<file path="src/rtl/cpu_plic.sv">
// Platform interrupt controller feeding the CSR external-interrupt input, with a claim/complete register window.
// Optional macro CPU_PLIC_LEVEL_TRIGGER_EN makes sources level-sensitive instead of rising-edge latched.
module cpu_plic #(
    parameter int SOURCES = 8
) (
    input  logic               i_clock,
    input  logic               i_reset,
    input  logic [SOURCES-1:0] i_sources,
    output logic               o_interrupt,
    input  logic               i_interrupt_enable,
    input  logic               i_request,
    input  logic               i_rw,
    input  logic [3:0]         i_address,
    input  logic [31:0]        i_wdata,
    output logic [31:0]        o_rdata,
    output logic               o_ready,
    output logic [5:0]         o_claimed
);

    typedef enum logic {IDLE, ACK} state_t;

    state_t             state, state_next;
    logic               access;
    logic [SOURCES-1:0] sync_p0, sync_p1;
    logic [SOURCES-1:0] pending, enable, active;
    logic [SOURCES-1:0] claim_onehot;
    logic [5:0]         in_service, claim_id;
    logic [1:0]         reg_sel;
    logic [31:0]        rd_value;
    logic               claim_read, enable_write, complete_write;
    logic               unused_bits;

    assign reg_sel = i_address[3:2];
    assign active  = pending & enable;

    // Bus handshake: one access per request, ACK holds until the request drops
    always_ff @(posedge i_clock or negedge i_reset) begin
        if (!i_reset) begin
            state <= IDLE;
        end else begin
            state <= state_next;
        end
    end

    always_comb begin
        state_next = state;
        access     = 1'b0;
        case (state)
            IDLE: begin
                if (i_request) begin
                    access     = 1'b1;
                    state_next = ACK;
                end
            end
            ACK: begin
                if (!i_request) begin
                    state_next = IDLE;
                end
            end
            default: state_next = IDLE;
        endcase
    end

    // Lowest-index enabled pending source wins; nothing is offered while a claim is open
    always_comb begin
        claim_id     = 6'd0;
        claim_onehot = '0;
        for (int k = SOURCES - 1; k >= 0; k--) begin
            if (active[k]) begin
                claim_id     = 6'(k + 1);
                claim_onehot = '0;
                claim_onehot[k] = 1'b1;
            end
        end
        if (in_service != 6'd0) begin
            claim_id     = 6'd0;
            claim_onehot = '0;
        end
    end

    assign claim_read     = access && !i_rw && (reg_sel == 2'd2) && (claim_id != 6'd0);
    assign enable_write   = access && i_rw && (reg_sel == 2'd1);
    assign complete_write = access && i_rw && (reg_sel == 2'd2) && (i_wdata[5:0] == in_service);

    always_comb begin
        rd_value = '0;
        case (reg_sel)
            2'd0: rd_value = 32'(pending);
            2'd1: rd_value = 32'(enable);
            2'd2: rd_value = 32'(claim_id);
            2'd3: rd_value = {18'd0, in_service, 7'd0, o_interrupt};
            default: rd_value = '0;
        endcase
    end

    always_ff @(posedge i_clock or negedge i_reset) begin
        if (!i_reset) begin
            o_ready <= 1'b0;
            o_rdata <= '0;
        end else begin
            o_ready <= access;
            if (access) begin
                o_rdata <= i_rw ? 32'd0 : rd_value;
            end
        end
    end

    always_ff @(posedge i_clock or negedge i_reset) begin
        if (!i_reset) begin
            sync_p0 <= '0;
            sync_p1 <= '0;
        end else begin
            sync_p0 <= i_sources;
            sync_p1 <= sync_p0;
        end
    end

`ifdef CPU_PLIC_LEVEL_TRIGGER_EN
    // Level mode: pending follows the synchronised line, claims never clear it
    always_ff @(posedge i_clock or negedge i_reset) begin
        if (!i_reset) begin
            pending <= '0;
        end else begin
            pending <= sync_p1;
        end
    end

    assign unused_bits = ^{i_wdata, i_address[1:0], claim_onehot};
`else
    logic [SOURCES-1:0] dly_p2;
    logic [SOURCES-1:0] rise;

    assign rise = sync_p1 & ~dly_p2;

    // A fresh edge outranks the claim clearing the same bit
    always_ff @(posedge i_clock or negedge i_reset) begin
        if (!i_reset) begin
            dly_p2  <= '0;
            pending <= '0;
        end else begin
            dly_p2  <= sync_p1;
            pending <= (pending & ~(claim_read ? claim_onehot : '0)) | rise;
        end
    end

    assign unused_bits = ^{i_wdata, i_address[1:0]};
`endif

    always_ff @(posedge i_clock or negedge i_reset) begin
        if (!i_reset) begin
            enable      <= '0;
            in_service  <= 6'd0;
            o_interrupt <= 1'b0;
        end else begin
            if (enable_write) begin
                enable <= i_wdata[SOURCES-1:0];
            end
            if (claim_read) begin
                in_service <= claim_id;
            end else if (complete_write) begin
                in_service <= 6'd0;
            end
            o_interrupt <= (|active) && (in_service == 6'd0) && i_interrupt_enable;
        end
    end

    assign o_claimed = in_service;

endmodule

</file>
<file path="config.mk">
export PLATFORM = sky130hd
export DESIGN_NAME = cpu_plic
export DESIGN_NICKNAME = d
export VERILOG_FILES = /design/src/rtl/cpu_plic.sv
export SDC_FILE = /design/constraint.sdc
export NUM_CORES = 1
export LEC_CHECK = 0
export BUFFER_PORTS_ARGS = -buffer_cell sky130_fd_sc_hd__buf_2
export CAP_MARGIN = 20
export CORE_UTILIZATION = 47
export DETAILED_ROUTE_END_ITERATION = 7
export PLACE_DENSITY = 0.76
export SLEW_MARGIN = 20
export SYNTH_ARGS = -nofsm -noshare
export SYNTH_HDL_FRONTEND = slang
export SYNTH_SLANG_ARGS = --single-unit
</file>
<file path="constraint.sdc">
create_clock -name i_clock -period 2.4 [get_ports i_clock]
set_clock_uncertainty 0.2 [all_clocks]
set_input_delay 0.12 -clock i_clock [delete_from_list [all_inputs] [get_ports i_clock]]
set_output_delay 0.12 -clock i_clock [all_outputs]
set_load 0.03 [all_outputs]
</file>
# After elaboration in Yosys (flattened, before gate mapping)
# Cells that the tools add are included.
dict set report totals {
  ff_bits 81
  latch_bits 0
  ramBits 0
  rom_bits 0
  in_bits 49
  out_inout_bits 40
  wordCells 61
  mem_count 0
}
dict set report classes {
  addsub 0
  n_mul 0
  n_div 0
  n_lt_le_gt_ge 0
  n_eq_ne 4
  n_shift 0
  mux 25
  n_bitwise 6
  n_reduce_logical 16
}
# op count
set ops {}
lappend ops {{$pmux 32 s4} 1}
lappend ops {{$mux 8} 10}
lappend ops {{$mux 6} 10}
lappend ops {{$mux 32} 1}
lappend ops {{$and 8x8->8} 3}
lappend ops {{$not 8->8} 2}
lappend ops {{$reduce_bool 6->1} 2}
lappend ops {{$logic_and 1x1->1} 9}
lappend ops {{$or 8x8->8} 1}
lappend ops {{$reduce_or 8->1} 1}
lappend ops {{$eq 6x6->1} 1}
lappend ops {{$logic_not 6->1} 1}
lappend ops {{$eq 2x2->1 const B} 2}
lappend ops {{$mux 4} 1}
lappend ops {{$eq 2x1->1 const B} 1}
lappend ops {{$logic_not 2->1} 1}
lappend ops {{$mux 1} 2}
lappend ops {{$reduce_bool 2->1} 1}
lappend ops {{$logic_not 1->1} 1}

# Depth between registers and ports, before layout
dict set report logic_depth {
  word_depth 16
  mapped_depth 8
  ltp_nobuf 6
}

# Worst setup path after synthesis
# OpenSTA, ideal clock, no wires.
dict set report synth_timing {
  path_type {register to register}
  from {reg in_service[0], in the netlist o_claimed[0]}
  to {reg pending[7]}
  setup_ns 0.136
  arrival_time_ns 1.631
  path_slack_ns 0.433
  path_stages_with_launch 5
  period_less_slack_ns 1.967
  cell_sequence {dfrtp_1 -> nor4_4 -> nand4_4 -> nor4_4 -> o22ai_1}
}
dict set report synth_between {
  elab_chain_cells 8
  elab_cells_between_ends 9
}
# item line_no
set synth_rtl {}
lappend synth_rtl {{start: declaration} 27} ;# logic [5:0] in_service, claim_id;
lappend synth_rtl {{start signal: assignment} 159} ;# in_service <= claim_id;
lappend synth_rtl {{$reduce_bool 6->1 *} 75} ;# if (in_service != 6'd0) begin
lappend synth_rtl {{$mux 6} 75}
lappend synth_rtl {{$reduce_bool 6->1} 81} ;# assign claim_read = access && !i_rw && (reg_sel == 2'd2) && (claim_id != 6'd0);
lappend synth_rtl {{$logic_and 1x1->1} 81}
lappend synth_rtl {{$mux 8 *} 142} ;# pending <= (pending & ~(claim_read ? claim_onehot : '0)) | rise;
lappend synth_rtl {{$not 8->8 *} 142}
lappend synth_rtl {{$and 8x8->8 *} 142}
lappend synth_rtl {{$or 8x8->8 *} 142}
lappend synth_rtl {{end signal: assignment} 142}
lappend synth_rtl {{end: declaration} 25} ;# logic [SOURCES-1:0] pending, enable, active;
# Mark *: on every way between the ends. The rest lies on a longest branch, timed or not.
# A chain may end at the register's enable or synchronous reset.

# Worst setup path after layout
dict set report layout_timing {
  from {reg state}
  to {reg pending[7]}
}
dict set report layout_between {
  elab_chain_cells 8
}
# item line_no
set layout_rtl {}
lappend layout_rtl {{start: declaration} 22} ;# state_t state, state_next;
lappend layout_rtl {{start signal: assignment} 41} ;# state <= state_next;
lappend layout_rtl {{$mux 1} 48} ;# case (state)
lappend layout_rtl {{$logic_and 1x1->1 (3 in a row)} 81}
lappend layout_rtl {{$mux 8} 142}
lappend layout_rtl {{$not 8->8} 142}
lappend layout_rtl {{$and 8x8->8} 142}
lappend layout_rtl {{$or 8x8->8} 142}
# Every way passes these cells.

==> impl_metrics.env <==
export IMPL_async_reset_ff_frac=1.00
export IMPL_power_mw=2.52
export IMPL_ctsRootBufferMaster="clkbuf_8"
export IMPL_core_um2=5110
export IMPL_finalMaxSlewViolations=0
export IMPL_grt_pass1_vias=1616
export IMPL_syn2layout_area_growth_pct=24.4
export IMPL_avgSynthCellArea_um2=11.5
export IMPL_netlist_area_um2=2480
export IMPL_p_switching_uw=795
export IMPL_wl_per_cell_um=13.3
export IMPL_clk_pin_slew_worst_paths_ns=0.06
export IMPL_rsz0062_at_grt="false"
export IMPL_swShare=0.316
export IMPL_leakage_nw=1.49
export IMPL_start_util=0.485
export IMPL_ys_types=43
export IMPL_dp_hpwl_um=3140
export IMPL_grt_first_pass_wirelength_um=7530
export IMPL_crit_required_ns=2.39
export IMPL_insertion_delay_ns=0.33
export IMPL_n_antenna_cell=0
export IMPL_ys_seq_area_frac=0.596
export IMPL_cts_htree_levels=3
export IMPL_clock_sinks=59
export IMPL_cts_setup_buffers=0
export IMPL_clkPwrFrac=0.310
export IMPL_final_hold_viol_count=0
export IMPL_synth_edf_count=0
export IMPL_crit_fanout=9
export IMPL_fin_util=0.604
export IMPL_register_area_um2=1480
export IMPL_placementRows=26
export IMPL_dieArea_um2=5570
export IMPL_pwr_share_comb=0.218
export IMPL_wl_met2_um=2450
export IMPL_end_kind="flip-flop"
export IMPL_fin_area_um2=3080
export IMPL_ys_ff_latch=59
export IMPL_ir_drop_mv=0.344
export IMPL_dr_pass1_iters=4
export IMPL_maxCapViolCount=0
export IMPL_numCtsBuffers=9
export IMPL_ios=89
export IMPL_drtIter0Drc=114
export IMPL_cts_tree="yes"
export IMPL_grt_overflow_total=0
export IMPL_nNetsFinal=336
export IMPL_cp_data_arrival_time_ns=2.13
export IMPL_seqPwrFrac=0.472
export IMPL_p_per_area_nw_per_um2=816
export IMPL_multi_input_area_um2=850
export IMPL_dr_wl_met3_um=192
export IMPL_ant_nets=0
export IMPL_placed_area_um2=2700
export IMPL_hold_buffers=21
export IMPL_vias=1763
export IMPL_fin_crit_ns=2.14
export IMPL_ctsResizeCount=0
export IMPL_die_h_um=74.6
export IMPL_gp_congestion=0.831
export IMPL_hp_class="primary input to flip-flop"
export IMPL_synth_warnings=0
export IMPL_cts_max_path_buffers=2
export IMPL_nFillCells=428
export IMPL_period_share=0.892
export IMPL_portBuffers=40
export IMPL_track_usage=0.189
export IMPL_drt_wl_total_um=4800
export IMPL_die_w_um=74.6
export IMPL_internal_power_mw=1.72
export IMPL_timing_fmax_mhz=467
export IMPL_drc=0
export IMPL_top_layer="met4"
export IMPL_final_cell_mix="dfrtp_1, buf_2, nand2_1, conb_1, dlygate4sd3_1"
export IMPL_synthesis_instances=215
export IMPL_setup_tns_ns=0
export IMPL_grt_antenna_before_repair=0
export IMPL_wl_met1_um=2030
export IMPL_status="completed"
export IMPL_crit_path_start_kind="flip-flop"
export IMPL_path_class="flip-flop to flip-flop"
export IMPL_via_per_inst=4.87
export IMPL_grt_max_degree=28
export IMPL_synthFlopType="dfrtp_1"
export IMPL_final_common_cell="dfrtp_1"
export IMPL_setup_viol=0
export IMPL_holdWs_ns=0.0115
export IMPL_drive_gt1_frac=0.243
## stage by stage
stage,setup slack (ns),std cells
after global routing,0.177,362
after global placement,0.351,325
after detailed placement,0.287,325
after CTS,0.264,362
final,0.260,362
after floorplan,0.433,236
## kinds of logic (layout without fill, tap and decap cells)
family,after synthesis,in the layout,synth area share
xor+xnor,4,4,0.0141
buf+inv,39,95,0.0934
mux,11,11,0.0480
other cells,1,22,0.00151
simple gates,56,56,0.123
flops,59,59,0.596
compound gates,45,45,0.125
## power by group through the flow
stage / Clock [mW] / Combinational [mW] / Sequential, mW
2_1_floorplan: 0 / 0.309 / 1.27
5_1_grt: 0.853 / 0.606 / 1.20
3_3_place_gp: 0 / 0.509 / 1.20
6_report: 0.779 / 0.550 / 1.19
3_5_place_dp: 0 / 0.518 / 1.20
4_1_cts: 0.803 / 0.546 / 1.19
## cells in the mapped netlist (2+ instances only)
library cell,count,area share
a221o_1,3,0.012
buf_2,2,0.0040
nor2_1,4,0.0061
nor3b_1,2,0.0061
mux2_2,6,0.027
o21ai_0,18,0.036
o31ai_1,3,0.0091
xor2_1,2,0.0071
nor2b_1,2,0.0050
xnor2_1,2,0.0071
nand2b_1,2,0.0050
buf_4,22,0.067
nand2_1,33,0.050
dfrtp_1,59,0.60
a22oi_1,2,0.0061
mux2i_1,4,0.016
a21oi_1,6,0.012
nand3_1,3,0.0061
nor4_4,2,0.017
a21o_1,3,0.0091
nand4_1,2,0.0050
inv_1,12,0.018
## metal layers
metal  GRT usage  vias to the layer above
met4       0.126                        0
met3      0.0388                       12
met2       0.314                       68
li1            -                      844
met1       0.222                      839
met5           0                        -
## path summary, 6_finish.rpt
| kind | from | endpoint | slack [ns] | cells after the start |
|---|---|---|---|---|
| worst max-delay path | state$_DFF_PN0_ | pending[7]$_DFF_PN0_ | 0.26 | 5 |
| worst min-delay path | i_address[3] | o_rdata[10]$_DFFE_PN0P_ | 0.01 | 3 |
| worst max register to register | state$_DFF_PN0_ | pending[7]$_DFF_PN0_ | 0.26 | 5 |
| worst min register to register | sync_p0[7]$_DFF_PN0_ | sync_p1[7]$_DFF_PN0_ | 0.14 | 0 |
| max in group asynchronous | i_reset | o_rdata[1]$_DFFE_PN0P_ | 1.10 | 3 |
| min in group asynchronous | i_reset | dly_p2[7]$_DFF_PN0_ | 0.14 | 3 |
## area by class of cell
class                   instances  share of cell area
flip-flops and latches         59               0.479
clock buffers                  14              0.0528
inverters                      13              0.0158
clock inverters                 2             0.00325
repair buffers                 66               0.145
well taps                      70              0.0284
multi-input cells             138               0.276
## registers in the layout, indices dropped and copies added, names as in the netlist
signal and flops:
o_rdata 12, dly_p2 8, enable 8, pending 8
sync_p0 8, sync_p1 8, o_claimed 4, o_interrupt 1
o_ready 1, state 1
## critical path, cell delays in order (launching register included)
cell and delay [ns]:
dfrtp_1 0.36, nand2b_1 0.26, nor2_1 0.33, nand4_4 0.26, nor4_4 0.43, o22ai_1 0.15
No activity file was read; power rests on OpenSTA's default activity.
